[config.mk]
export PLATFORM = sky130hd
export DESIGN_NAME = lsu_bus_flat
export DESIGN_NICKNAME = d
export VERILOG_FILES = /design/src/rtl/lsu_pkg.sv /design/src/rtl/lsu_bus_if.sv /design/src/rtl/lsu_lane_align.sv /design/src/rtl/lsu_bus.sv /design/src/flat_wrapper.sv
export SDC_FILE = /design/constraint.sdc
export NUM_CORES = 1
export LEC_CHECK = 0
export BUFFER_PORTS_ARGS = -buffer_cell sky130_fd_sc_hd__buf_2
export CAP_MARGIN = 15
export CORE_AREA = 2 2 161 163
export CTS_CLUSTER_SIZE = 8
export DETAILED_ROUTE_END_ITERATION = 12
export DIE_AREA = 0 0 163 165
export PLACE_DENSITY = 0.85
export SLEW_MARGIN = 25
export SYNTH_ARGS = -nofsm -noshare
export SYNTH_HDL_FRONTEND = slang
export SYNTH_SLANG_ARGS = --single-unit
export TNS_END_PERCENT = 10
[constraint.sdc]
create_clock -name clk -period 2.5 [get_ports clk]
set_input_delay 0.125 -clock clk [delete_from_list [all_inputs] [get_ports clk]]
set_output_delay 0.125 -clock clk [all_outputs]
set_load 0.05 [all_outputs]
[src/rtl/lsu_pkg.sv]
// Shared encodings for the load/store unit: access sizes, FSM state codes,
// and the size/alignment helpers used by the bus FSM and lane aligner.
package lsu_pkg;

    typedef enum logic [1:0] {
        SZ_B = 2'd0,
        SZ_H = 2'd1,
        SZ_W = 2'd2,
        SZ_D = 2'd3
    } mem_size_e;

    // funct3 bit selecting zero-extension on loads
    localparam int OP_UNS = 2;

    localparam logic [1:0] ST_IDLE  = 2'd0;
    localparam logic [1:0] ST_MREQ  = 2'd1;
    localparam logic [1:0] ST_MRESP = 2'd2;
    localparam logic [1:0] ST_RESP  = 2'd3;

    function automatic logic [3:0] size_bytes(input logic [1:0] sz);
        return 4'd1 << sz;
    endfunction

    // Size alignment check; ldu (3'b111) and d-size on a 32-bit unit are
    // never legal. Stores ignore the unsigned bit, so sd stays legal.
    function automatic logic misaligned(input logic wr, input logic [2:0] op,
                                        input logic [2:0] a, input int xlen);
        logic m;
        case (op[1:0])
            SZ_H:    m = a[0];
            SZ_W:    m = |a[1:0];
            SZ_D:    m = (|a) | (xlen == 32);
            default: m = 1'b0;
        endcase
        return m | (!wr && op == 3'b111);
    endfunction

endpackage

[src/rtl/lsu_bus_if.sv]
// Pipeline request/response and data-memory port of the load/store unit.
// master = the LSU (masters the memory port), slave = its surroundings.
interface lsu_bus_if #(
    parameter int XLEN   = 64,
    parameter int ADDR_W = XLEN
);
    localparam int NB = XLEN / 8;

    logic              req_valid;
    logic              req_ready;
    logic              req_wr;
    logic [2:0]        req_op;
    logic [ADDR_W-1:0] req_addr;
    logic [XLEN-1:0]   req_wdata;

    logic              resp_valid;
    logic              resp_ready;
    logic [XLEN-1:0]   resp_rdata;
    logic              resp_misalign;
    logic              resp_err;

    logic              mem_req_valid;
    logic              mem_req_ready;
    logic              mem_req_wr;
    logic [ADDR_W-1:0] mem_req_addr;
    logic [XLEN-1:0]   mem_req_wdata;
    logic [NB-1:0]     mem_req_strb;

    logic              mem_resp_valid;
    logic [XLEN-1:0]   mem_resp_rdata;
    logic              mem_resp_err;

    modport master (
        input  req_valid, req_wr, req_op, req_addr, req_wdata, resp_ready,
               mem_req_ready, mem_resp_valid, mem_resp_rdata, mem_resp_err,
        output req_ready, resp_valid, resp_rdata, resp_misalign, resp_err,
               mem_req_valid, mem_req_wr, mem_req_addr, mem_req_wdata, mem_req_strb
    );

    modport slave (
        output req_valid, req_wr, req_op, req_addr, req_wdata, resp_ready,
               mem_req_ready, mem_resp_valid, mem_resp_rdata, mem_resp_err,
        input  req_ready, resp_valid, resp_rdata, resp_misalign, resp_err,
               mem_req_valid, mem_req_wr, mem_req_addr, mem_req_wdata, mem_req_strb
    );
endinterface

[src/rtl/lsu_lane_align.sv]
// Combinational byte-lane steering: shifts store data and builds strobes,
// and pulls the addressed field out of a load beat with sign/zero extension.
module lsu_lane_align
    import lsu_pkg::*;
#(
    parameter int  XLEN  = 64,
    localparam int NB    = XLEN / 8,
    localparam int OFF_W = $clog2(NB)
) (
    input  logic [1:0]       size,
    input  logic             uns,
    input  logic [OFF_W-1:0] off,
    input  logic [XLEN-1:0]  st_data,
    input  logic [XLEN-1:0]  ld_beat,
    output logic [XLEN-1:0]  st_wdata,
    output logic [NB-1:0]    st_strb,
    output logic [XLEN-1:0]  ld_data
);
    logic [OFF_W+2:0] sh_bits;
    logic [NB-1:0]    mask;
    logic [XLEN-1:0]  ld_sh;
    logic             msb;

    assign sh_bits = {off, 3'b000};

    // Store side: right-justified data and a size-wide mask moved up to the lane.
    always_comb begin
        mask = '0;
        for (int i = 0; i < NB; i++)
            if (i < int'(size_bytes(size))) mask[i] = 1'b1;
        st_strb  = mask << off;
        st_wdata = st_data << sh_bits;
    end

    // Load side: bring the lane down to bit 0, then fill above the field.
    always_comb begin
        ld_sh = ld_beat >> sh_bits;
        case (size)
            SZ_B:    msb = ld_sh[7];
            SZ_H:    msb = ld_sh[15];
            SZ_W:    msb = ld_sh[31];
            default: msb = ld_sh[XLEN-1];
        endcase
        ld_data = ld_sh;
        for (int i = 0; i < XLEN; i++)
            if (i >= 8 * int'(size_bytes(size))) ld_data[i] = msb & ~uns;
    end

endmodule

[src/rtl/lsu_bus.sv]
// Load/store unit bus master: one access at a time through IDLE -> MREQ ->
// MRESP -> RESP. Misaligned accesses go straight to RESP with no memory
// traffic. Every output is decoded from registered state.
module lsu_bus
    import lsu_pkg::*;
#(
    parameter int XLEN   = 64,
    parameter int ADDR_W = XLEN
) (
    input  logic      clk,
    input  logic      rst_n,
    lsu_bus_if.master bus,
    output logic      busy
);
    localparam int NB    = XLEN / 8;
    localparam int OFF_W = $clog2(NB);

    logic [1:0]        state;
    logic              r_wr;
    logic [2:0]        r_op;
    logic [ADDR_W-1:0] r_addr;
    logic [XLEN-1:0]   r_wdata;
    logic [XLEN-1:0]   r_rdata;
    logic              r_mis;
    logic              r_err;

    logic              req_mis;
    logic              in_mreq;
    logic              in_resp;
    logic [XLEN-1:0]   st_wdata;
    logic [NB-1:0]     st_strb;
    logic [XLEN-1:0]   ld_data;

    assign req_mis = misaligned(bus.req_wr, bus.req_op, bus.req_addr[2:0], XLEN);

    // Aligner always works on the latched request; only the load beat is live.
    lsu_lane_align #(.XLEN(XLEN)) u_align (
        .size     (r_op[1:0]),
        .uns      (r_op[OP_UNS]),
        .off      (r_addr[OFF_W-1:0]),
        .st_data  (r_wdata),
        .ld_beat  (bus.mem_resp_rdata),
        .st_wdata (st_wdata),
        .st_strb  (st_strb),
        .ld_data  (ld_data)
    );

    // Access FSM plus latched request and captured response.
    always_ff @(posedge clk or negedge rst_n) begin
        if (!rst_n) begin
            state   <= ST_IDLE;
            r_wr    <= 1'b0;
            r_op    <= '0;
            r_addr  <= '0;
            r_wdata <= '0;
            r_rdata <= '0;
            r_mis   <= 1'b0;
            r_err   <= 1'b0;
        end else begin
            case (state)
                ST_IDLE: if (bus.req_valid) begin
                    r_wr    <= bus.req_wr;
                    // unsigned bit has no meaning for stores
                    r_op    <= {bus.req_op[2] & ~bus.req_wr, bus.req_op[1:0]};
                    r_addr  <= bus.req_addr;
                    r_wdata <= bus.req_wdata;
                    r_rdata <= '0;
                    r_mis   <= req_mis;
                    r_err   <= 1'b0;
                    state   <= req_mis ? ST_RESP : ST_MREQ;
                end
                ST_MREQ: if (bus.mem_req_ready) state <= ST_MRESP;
                ST_MRESP: if (bus.mem_resp_valid) begin
                    r_err   <= bus.mem_resp_err;
                    r_rdata <= (r_wr || bus.mem_resp_err) ? '0 : ld_data;
                    state   <= ST_RESP;
                end
                default: if (bus.resp_ready) state <= ST_IDLE;
            endcase
        end
    end

    assign in_mreq = (state == ST_MREQ);
    assign in_resp = (state == ST_RESP);

    assign bus.req_ready     = (state == ST_IDLE);
    assign busy              = (state != ST_IDLE);

    // Memory request fields read as zero outside MREQ.
    assign bus.mem_req_valid = in_mreq;
    assign bus.mem_req_wr    = in_mreq & r_wr;
    assign bus.mem_req_addr  = in_mreq ? {r_addr[ADDR_W-1:OFF_W], {OFF_W{1'b0}}} : '0;
    assign bus.mem_req_wdata = (in_mreq & r_wr) ? st_wdata : '0;
    assign bus.mem_req_strb  = !in_mreq ? '0 : (r_wr ? st_strb : '1);

    assign bus.resp_valid    = in_resp;
    assign bus.resp_rdata    = in_resp ? r_rdata : '0;
    assign bus.resp_misalign = in_resp & r_mis;
    assign bus.resp_err      = in_resp & r_err;

endmodule

[src/flat_wrapper.sv]
// flat-port wrapper written by rule: the top's interface ports become plain ports
module lsu_bus_flat import lsu_pkg::*;
#(
    parameter int XLEN   = 64,
    parameter int ADDR_W = XLEN
)
  (clk, rst_n, busy, bus_req_valid, bus_req_wr, bus_req_op, bus_req_addr, bus_req_wdata, bus_resp_ready, bus_mem_req_ready, bus_mem_resp_valid, bus_mem_resp_rdata, bus_mem_resp_err, bus_req_ready, bus_resp_valid, bus_resp_rdata, bus_resp_misalign, bus_resp_err, bus_mem_req_valid, bus_mem_req_wr, bus_mem_req_addr, bus_mem_req_wdata, bus_mem_req_strb);
  lsu_bus_if #(.XLEN(XLEN), .ADDR_W(ADDR_W)) bus_i ();
  input  logic clk;
  input  logic rst_n;
  output logic busy;
  input wire logic [$bits(bus_i.req_valid)-1:0] bus_req_valid;
  input wire logic [$bits(bus_i.req_wr)-1:0] bus_req_wr;
  input wire logic [$bits(bus_i.req_op)-1:0] bus_req_op;
  input wire logic [$bits(bus_i.req_addr)-1:0] bus_req_addr;
  input wire logic [$bits(bus_i.req_wdata)-1:0] bus_req_wdata;
  input wire logic [$bits(bus_i.resp_ready)-1:0] bus_resp_ready;
  input wire logic [$bits(bus_i.mem_req_ready)-1:0] bus_mem_req_ready;
  input wire logic [$bits(bus_i.mem_resp_valid)-1:0] bus_mem_resp_valid;
  input wire logic [$bits(bus_i.mem_resp_rdata)-1:0] bus_mem_resp_rdata;
  input wire logic [$bits(bus_i.mem_resp_err)-1:0] bus_mem_resp_err;
  output wire logic [$bits(bus_i.req_ready)-1:0] bus_req_ready;
  output wire logic [$bits(bus_i.resp_valid)-1:0] bus_resp_valid;
  output wire logic [$bits(bus_i.resp_rdata)-1:0] bus_resp_rdata;
  output wire logic [$bits(bus_i.resp_misalign)-1:0] bus_resp_misalign;
  output wire logic [$bits(bus_i.resp_err)-1:0] bus_resp_err;
  output wire logic [$bits(bus_i.mem_req_valid)-1:0] bus_mem_req_valid;
  output wire logic [$bits(bus_i.mem_req_wr)-1:0] bus_mem_req_wr;
  output wire logic [$bits(bus_i.mem_req_addr)-1:0] bus_mem_req_addr;
  output wire logic [$bits(bus_i.mem_req_wdata)-1:0] bus_mem_req_wdata;
  output wire logic [$bits(bus_i.mem_req_strb)-1:0] bus_mem_req_strb;
  assign bus_i.req_valid = bus_req_valid;
  assign bus_i.req_wr = bus_req_wr;
  assign bus_i.req_op = bus_req_op;
  assign bus_i.req_addr = bus_req_addr;
  assign bus_i.req_wdata = bus_req_wdata;
  assign bus_i.resp_ready = bus_resp_ready;
  assign bus_i.mem_req_ready = bus_mem_req_ready;
  assign bus_i.mem_resp_valid = bus_mem_resp_valid;
  assign bus_i.mem_resp_rdata = bus_mem_resp_rdata;
  assign bus_i.mem_resp_err = bus_mem_resp_err;
  assign bus_req_ready = bus_i.req_ready;
  assign bus_resp_valid = bus_i.resp_valid;
  assign bus_resp_rdata = bus_i.resp_rdata;
  assign bus_resp_misalign = bus_i.resp_misalign;
  assign bus_resp_err = bus_i.resp_err;
  assign bus_mem_req_valid = bus_i.mem_req_valid;
  assign bus_mem_req_wr = bus_i.mem_req_wr;
  assign bus_mem_req_addr = bus_i.mem_req_addr;
  assign bus_mem_req_wdata = bus_i.mem_req_wdata;
  assign bus_mem_req_strb = bus_i.mem_req_strb;
  lsu_bus #(.XLEN(XLEN), .ADDR_W(ADDR_W)) u_core (.clk(clk), .rst_n(rst_n), .bus(bus_i), .busy(busy));
endmodule
# --- Yosys cells after proc, flatten, opt, wreduce, memory -nomap -nowiden ---
# Index checks and enable logic that the tools add are counted.
totals:
  register_bits: 200
  inputBits: 203
  wordCells: 209
classes:
  magnitude_cmp: 72
  eq_ne: 12
  n_shift: 4
  mux: 92
  bitwise_logic: 8
  n_reduce_logical: 13
ops:
  columns: ["op", "count"]
  rows:
  - ["$mux W64", 6]
  - ["$ge A6 B7 Y1 const A", 32]
  - ["$pmux W64 S2", 1]
  - ["$ge A5 B7 Y1 const A", 16]
  - ["$mux W1", 74]
  - ["$shl A64 B6 Y64", 1]
  - ["$shr A64 B6 Y64", 1]
  - ["$ge A4 B7 Y1 const A", 8]
  - ["$ge A3 B7 Y1 const A", 4]
  - ["$lt A3 B4 Y1 const A", 4]
  - ["$mux W8", 2]
  - ["$ge A1 B7 Y1 const A", 2]
  - ["$ge A2 B7 Y1 const A", 2]
  - ["$eq A2 B2 Y1 const B", 5]
  - ["$mux W2", 5]
  - ["$lt A1 B4 Y1 const A", 2]
  - ["$lt A2 B4 Y1 const A", 2]
  - ["$shl A8 B3 Y8", 1]
  - ["$eq A2 B1 Y1 const B", 3]
  - ["$ne A2 B2 Y1 const B", 3]
  - ["$pmux W1 S3", 2]
  - ["$pmux W2 S3", 1]
  - ["$and A1 B1 Y1", 5]
  - ["$logic_not A2 Y1", 2]
  - ["15 further kinds", 17]

# --- Longest topological paths before layout ---
# Gate-level depths: netlist of run 1.
depth:
  depth_word: 7
  ltp_mapped: 11
  mapped_depth_nobuf: 7

# --- Cells and area by module ---
# From an unflattened synthesis of run 1, not the netlist that was laid out.
hier_totals:
  hier_cells: 1465
  area_unflattened_um2: 13528.0
modules_own_cells:
  columns: ["module", "instances", "cells_each", "area_each_um2", "seq_area_each_um2"]
  rows:
  - ["lsu_bus", 1, 836, 9262.6, 5004.8]
  - ["lsu_lane_align", 1, 629, 4265.3, 0.0]

# --- Worst setup path after synthesis of run 1 ---
# No wires, ideal clock.
synth_timing:
  kind: "register -> output"
  startpoint: "register u_core.state[1]"
  endpoint: "output port bus_mem_req_wdata[33]"
  t_arrival_ps: 2864
  required_time_ps: 2375
  setup_slack_ps: -489
  path_stages_with_launch: 8
  cell_sequence: "dfrtp_1 > inv_1 > ha_1 > clkbuf_1 > nand2_1 > inv_1 > nand2_1 > o21ai_0"
synth_via:
  elab_chain_cells: 3
synth_lines:
  columns: ["element", "line", "source"]
  rows:
  - ["from (decl)", "lsu_bus.sv:18", "logic [1:0] state;"]
  - ["from (signal assigned)", "lsu_bus.sv:70", "state <= req_mis ? ST_RESP : ST_MREQ;"]
  - ["$eq A2 B1 Y1", "lsu_bus.sv:83", "assign in_mreq = (state == ST_MREQ);"]
  - ["via bus_mem_req_valid", "flat_wrapper.sv:27", "output wire logic [$bits(bus_i.mem_req_valid)-1:0] bus_mem_req_valid;"]
  - ["$and A1 B1 Y1", "lsu_bus.sv:93", "assign bus.mem_req_wdata = (in_mreq & r_wr) ? st_wdata : '0;"]
  - ["$mux W64", "lsu_bus.sv:93", null]
  - ["to (decl)", "flat_wrapper.sv:30", "output wire logic [$bits(bus_i.mem_req_wdata)-1:0] bus_mem_req_wdata;"]
# The timed path passes the listed nets, and every way through them passes these cells.

# --- Worst setup path in the final report of run 1 ---
layout_timing:
  startpoint: "register u_core.r_addr[1]"
  endpoint: "output port bus_mem_req_wdata[43]"
layout_via:
  elab_chain_cells: 2
layout_lines:
  columns: ["element", "line", "source"]
  rows:
  - ["from (decl)", "lsu_bus.sv:21", "logic [ADDR_W-1:0] r_addr;"]
  - ["from (signal assigned)", "lsu_bus.sv:65", "r_addr <= bus.req_addr;"]
  - ["$shl A64 B6 Y64", "lsu_lane_align.sv:32", "st_wdata = st_data << sh_bits;"]
  - ["$mux W64", "lsu_bus.sv:93", null]
# No other way between the ends.

==> results of run 1 <==
final cells by class:
cell class	count	area, um2
Sequential cell	200	5014
Clock buffer	17	425.4
Clock inverter	15	219.0
Multi-Input combinational cell	865	6711
Inverter	18	70.07
Tap cell	330	412.9
Timing Repair Buffer	590	4051
Fill cell	1819	8125
Antenna cell	3	7.507
path summary, 6_finish.rpt:
check                                        from                     to  slack, ns  cells after the start
hold / removal             bus_mem_resp_rdata[60]     u_core.r_rdata[60]       0.02                      2
min in group asynchronous                   rst_n     u_core.r_rdata[13]       0.26                      2
setup reg to reg                 u_core.r_addr[0]     u_core.r_rdata[16]       0.09                      7
setup / recovery                 u_core.r_addr[1]  bus_mem_req_wdata[43]       0.03                      5
max in group asynchronous                   rst_n     u_core.r_wdata[26]       1.41                      3
hold reg to reg                u_core.r_rdata[12]     u_core.r_rdata[12]       0.49                      1
placed cells by master, fill, tap and decap left out, drive strengths merged, types with 8 or more instances in the layout:
| master | Yosys | layout |
|---|---|---|
| o21ai | 70 | 70 |
| dfrtp | 200 | 200 |
| mux2 | 158 | 158 |
| mux4 | 12 | 12 |
| o22a | 8 | 8 |
| nand2 | 89 | 89 |
| a221o | 31 | 31 |
| dlygate4sd3 | 0 | 134 |
| a32oi | 14 | 14 |
| a211o | 30 | 30 |
| clkbuf | 56 | 25 |
| and3 | 17 | 17 |
| buf | 49 | 448 |
| a21oi | 24 | 24 |
| nand2b | 17 | 17 |
| and2 | 144 | 144 |
| nor2b | 15 | 15 |
| nor2 | 77 | 77 |
| inv | 16 | 27 |
| mux2i | 108 | 108 |
routing by layer:
metal / part of all wire / vias to the layer above / track usage
li1: - / 5217 / -
met1: 0.36 / 5819 / 0.3859
met2: 0.49 / 821 / 0.5705
met3: 0.092 / 188 / 0.08664
met4: 0.058 / 2 / 0.1786
met5: 0.00026 / - / 0
flip-flops by register name, summed over array words and instances (netlist names):
name	flops
u_core.r_wdata	64
u_core.r_op	3
u_core.r_mis	1
u_core.r_err	1
u_core.state	2
u_core.r_rdata	64
u_core.r_wr	1
u_core.r_addr	64
synthesized netlist by cell type (8+ instances only):
cell and number:
o22a_1 8, nand2_1 89, buf_2 25, buf_4 8, nand2b_1 17, clkbuf_1 56, inv_1 16, o21ai_0 68
nor2b_1 14, mux2i_1 107, nor2_1 77, and3_1 17, a211o_1 30, mux2_2 158, buf_1 11, a221o_1 31
a32oi_1 14, and2_1 144, a21oi_1 23, mux4_2 12, dfrtp_1 200
cell families after synthesis:
logic type	share of synthesized area
DFF	0.4112
buffers and inverters	0.04606
AOI/OAI and AO/OA	0.1210
other	0.0003081
adders and majority gates	0.004112
muxes	0.2583
and+or+nand+nor	0.1590
timing repair:
item                                   CTS  global route
gates resized for setup                 18            17
setup endpoints to repair               34            53
endpoints found under the hold margin  200             0
hold buffers                           134             0
buffers inserted                         0             3
cloned                                   0             2
worst max-delay path: cells and delay by family, from the launching register on:
family	cells	cell delay (ns)
compound gates	1	0.20
buf+inv	2	0.57
flops	1	0.57
simple gates	2	0.55
power by group through the flow:
stage	clock, mW	combinational (mW)	sequential, mW
2_1_floorplan	0	9.74	5.21
3_3_place_gp	0	12.5	5.65
3_5_place_dp	0	12.8	5.73
4_1_cts	3.05	13.1	5.68
5_1_grt	3.18	14.5	5.95
6_report	3.04	13.7	5.84
==> flow_summary_export.csv, run 1 <==
group,metric,value,unit
pwr,seqPwrFrac,0.259,
global_routing,grt_pass1_wl,68460,um
pwr,internal_power,11.32,mW
place,dpl_cell_area,0.01473,mm2
timing,period_minus_slack,2.467,ns
logic_synthesis,synth_warnings,0,
pwr,p_switching,11.27,mW
detailed_routing,ant_nets,0,
floorplan,die_area,0.02690,mm2
global_routing,grt-ovfl-total,0,
place,gp_congestion,0.9888,
detailed_routing,dr.pass1.iters,6,
clock_network,cts_root_buf,"clkbuf_16",
logic_synthesis,postSynthCellCount,1186,
timing,post-route-period-util,0.9867,
detailed_routing,vias_per_cell,5.911,
pwr,powerDensity,1336,mW/mm2
logic_synthesis,yosysSeqAreaShare,0.4112,
detailed_routing,wl,46360,um
setup_path,cpPeakStageDelay,0.57,ns
clock_network,clkSinkCount,200,
detailed_routing,via_count,12047,
place,post-place-ws,0.2109,ns
finish,areaGrowthSynthToFinish,38.95,%
clock_network,h-tree-depth,4,
place,io_buffers,406,
setup_path,worstPathMaxFanout,12,
timing,slew_headroom,0.5823,
setup_path,arrival,2.34,ns
floorplan,rows,58,
clock_network,clock_latency,0.46,ns
timing,drv_slew,0,
detailed_routing,wl_per_cell,22.75,um
setup_path,crit_type,"reg -> out",
timing,skew,0.01845,ns
finish,fin_area,0.01691,mm2
detailed_routing,drtIter0Drc,1281,
detailed_routing,drcViolationCount,0,
setup_path,worstPathRequired,2.38,ns
timing,postLayoutSetupSlackWorst,0.03326,ns
timing,fmax,405.4,MHz
finish,finalNonFillerCells,2038,
finish,nets,1899,
pwr,comb_power_share,0.607,
floorplan,fp.coreArea,0.02504,mm2
floorplan,io_pins,410,
clock_network,cts_buffer_depth,2,
place,place_inst,1864,
timing,final.setup.tns,0,ns
global_routing,grt_antenna_before_repair,2,
pwr,clkPwrFrac,0.135,
timing,worst_slew_pin_slew,0.6223,ns
timing,rsz0062_at_grt,"true",
flow_run,drv_cap,0,
floorplan,start_util,0.4861,
setup_path,startpoint_type,"flop",
floorplan,chipHeight,165,um
pwr,peakVddDrop,914.5,uV
logic_synthesis,synth.cell_area,0.01217,mm2
timing,setup_violations,0,
logic_synthesis,avgSynthCellArea,10.26,um2
hold_path,min_path_type,"in -> reg",
logic_synthesis,synth_area_leaders,"dfrtp_1, mux2_2, mux2i_1",
run_status,status,"complete, no violations",
global_routing,grt_pass1_vias,12090,
floorplan,die_w,163,um
setup_path,slowest_stage,"dfrtp_4",
clock_network,cts.clk_slew.worst_paths,0.09,ns
logic_synthesis,synth_cell_types,53,
logic_synthesis,synth_async_sr_flop_share,1.000,
setup_path,end_kind,"primary output",
clock_network,cts_tree,"yes",
pwr,total_power,22.59,mW
pwr,switching_share,0.4989,
logic_synthesis,yosysTopAreaCell,"dfrtp_1",
logic_synthesis,ys_seq_elements,200,
pwr,p_leak,8.590,nW
finish,fin_util,0.6755,
global_routing,grt_max_degree,91,
logic_synthesis,synth_ff_type,"dfrtp_1",
logic_synthesis,synth_edf_count,0,
logic_synthesis,synth_top_area_frac,0.4112,
setup_path,path_cells,"nand2b_1 -> buf_4 -> o22a_1 -> nor2_1 -> buf_2",
timing,hold_violations,0,
global_routing,track_usage,0.3341,
place,dp_hpwl,30630,um
finish,drive_gt1_frac,0.4053,
clock_network,cts_inserted_buffers,17,
timing,whs,0.02274,ns
Power figures use the tool's default switching activity.
==> inputs of run 2 (changes only) <==
--- a/config.mk
+++ b/config.mk
@@ -11,7 +11,8 @@
 export CTS_CLUSTER_SIZE = 8
 export DETAILED_ROUTE_END_ITERATION = 12
 export DIE_AREA = 0 0 163 165
-export PLACE_DENSITY = 0.85
+export PLACE_DENSITY = 0.77
+export SETUP_SLACK_MARGIN = 0.5
 export SLEW_MARGIN = 25
 export SYNTH_ARGS = -nofsm -noshare
 export SYNTH_HDL_FRONTEND = slang
==> constraint.sdc (replaced) <==
create_clock -name clk -period 2.7 [get_ports clk]
set_input_delay 0.135 -clock clk [delete_from_list [all_inputs] [get_ports clk]]
set_output_delay 0.135 -clock clk [all_outputs]
set_load 0.05 [all_outputs]
==> run 2 against run 1 <==
  * Die area is the same
  * First-iteration DRC count grew 21%
  * Combinational power grew 7%
  * Wire length grew 11%
  * Worst setup slack gained 0.14 ns
  * Clock power shrank 6%
  * Critical path type unchanged
==> flow_summary_export.csv, run 2 (same netlist as run 1, synthesis figures left out) <==
group,metric,value,unit
flow_run,drv_cap,0,
setup_path,rr_endpoint,"u_core.r_rdata[39]",
clock_network,cts_inserted_buffers,17,
setup_path,timing.rr.start,"u_core.r_addr[0]",
place,dpl_cell_area,0.01485,mm2
detailed_routing,dr.pass1.iters,6,
floorplan,die_w,163,um
setup_path,worstPathMaxFanout,5,
pwr,p_leak,8.829,nW
timing,setup_violations,0,
global_routing,grt-ovfl-total,0,
timing,fmax,395.0,MHz
clock_network,cts_tree,"yes",
clock_network,clkSinkCount,200,
detailed_routing,vias_per_cell,6.141,
clock_network,clock_latency,0.46,ns
pwr,clkPwrFrac,0.125,
finish,layout_common_cells,"buf_2, dfrtp_1, mux2_2",
finish,final_common_cell,"buf_2",
finish,nets,1921,
setup_path,startpoint_type,"flop",
hold_path,min_to,"u_core.r_rdata[56]",
timing,post-route-period-util,0.9376,
run_status,status,"complete, no violations",
detailed_routing,ant_nets,0,
timing,rsz0062_at_grt,"true",
floorplan,rows,58,
detailed_routing,drtIter0Drc,1554,
detailed_routing,wl_per_cell,24.93,um
pwr,comb_power_share,0.633,
setup_path,r2r_setup_slack,0.34,ns
global_routing,track_usage,0.3549,
setup_path,arrival,2.40,ns
clock_network,cts.clk_slew.worst_paths,0.08,ns
timing,hold_violations,0,
setup_path,worst-r2r-cell-count,8,
place,io_buffers,406,
pwr,internal_power,11.34,mW
floorplan,chipHeight,165,um
pwr,seqPwrFrac,0.242,
global_routing,grt_max_degree,72,
pwr,switching_share,0.5078,
timing,final.setup.tns,0,ns
finish,top_regs,"u_core.r_addr (64), u_core.r_rdata (64), u_core.r_wdata (64)",
pwr,p_switching,11.70,mW
hold_path,min_path_type,"in -> reg",
timing,skew,0.02114,ns
finish,areaGrowthSynthToFinish,47.78,%
floorplan,die_area,0.02690,mm2
finish,drive_gt1_frac,0.4644,
floorplan,fp.coreArea,0.02504,mm2
finish,fillers,1672,
timing,slew_headroom,0.5879,
floorplan,start_util,0.4861,
setup_path,end_kind,"primary output",
hold_path,worstHoldStart,"bus_mem_resp_rdata[56]",
finish,fin_util,0.7184,
detailed_routing,wl,51510,um
place,gp_congestion,0.9451,
timing,worst_slew_pin_slew,0.6182,ns
hold_path,hold-path-cell-count,2,
floorplan,io_pins,410,
detailed_routing,via_count,12687,
pwr,powerDensity,1281,mW/mm2
setup_path,crit_type,"reg -> out",
global_routing,grt_antenna_before_repair,7,
pwr,peakVddDrop,877.2,uV
clock_network,cts_root_buf,"clkbuf_16",
global_routing,grt_pass1_wl,72580,um
timing,whs,0.02650,ns
timing,drv_slew,0,
place,dp_hpwl,31050,um
detailed_routing,drcViolationCount,0,
setup_path,worstPathRequired,2.57,ns
clock_network,cts_buffer_depth,2,
timing,period_minus_slack,2.531,ns
global_routing,grt_pass1_vias,12527,
clock_network,h-tree-depth,4,
finish,fin_area,0.01799,mm2
-- run 2: cell count changes in the layout (fill, tap and decap cells not counted), moves of 10 or more --
cell / change
mux2i_1: -14
buf_2: -33
and3_1: -10
a21oi_2: +12
nor2_4: +10
buf_4: +15
buf_6: +36
a21oi_1: -12
nor2_1: -17
o21ai_0: -15
-- run 2: how the worst max path moves through the flow --
stage	start	end	slack, ns	depth (start not counted)
after floorplan	u_core.r_addr[0]	bus_mem_req_strb[6]	0.25	7
after global placement	u_core.state[0]	u_core.r_rdata[29]	0.36	7
after detailed placement	u_core.state[0]	u_core.r_rdata[30]	0.30	7
after CTS	u_core.r_addr[0]	bus_mem_req_wdata[58]	0.38	8
after global routing	u_core.r_addr[0]	bus_mem_req_wdata[53]	0.18	8
final	u_core.r_addr[0]	bus_mem_req_wdata[57]	0.17	8
-- run 2: power by group through the flow --
stage,Combinational [mW],Clock (mW),Sequential [mW]
after global routing,15.1,3.00,5.64
after CTS,13.2,2.86,5.30
after global placement,11.7,0,5.26
final,14.6,2.87,5.59
after detailed placement,11.9,0,5.33
after floorplan,9.29,0,4.83
-- run 2: metal layers --
| metal | part of all wire | wire length, um | vias to the layer above | global-route usage |
|---|---|---|---|---|
| met3 | 0.10 | 5215 | 253 | 0.08689 |
| met1 | 0.35 | 17790 | 6144 | 0.4180 |
| met4 | 0.061 | 3147 | 0 | 0.1770 |
| met5 | 0 | 0 | - | 0 |
| li1 | - | - | 5272 | - |
| met2 | 0.49 | 25360 | 1018 | 0.6067 |
-- run 2: cell type report --
cell class	count	area, um2	area share
clock inverter	15	225.2	0.01252
multi-input combinational	866	7307	0.4063
tap	330	412.9	0.02296
clock buffer	17	425.4	0.02365
inverter	18	73.82	0.004104
antenna	9	22.52	0.001252
sequential	200	5015	0.2788
timing repair buffer	611	4504	0.2504
-- run 2: critical path, stage by stage, from the launching register on --
cell and delay [ns]:
dfrtp_4 0.53, buf_12 0.17, buf_16 0.14, mux2_4 0.33, nand2_2 0.10, o21ai_1 0.10
mux2i_1 0.27, nor2_1 0.13, buf_6 0.17
-- run 2: metrics by stage --
step                      std cells  setup slack, ns  power, mW
after floorplan                1188           0.2475      14.12
after global placement         1861           0.3639      16.95
after detailed placement       1861           0.3032      17.25
after CTS                      2050           0.3828      21.36
after global routing           2062           0.1836      23.79
final                          2066           0.1685      23.05
-- run 2: timing repair --
action,4_1_cts,5_1_grt
hold buffers,135,1
gates cloned,4,2
resized for setup,148,79
hold endpoints to repair,202,1
buffers inserted,18,4
setup endpoints to repair,216,233
pin swaps,13,20
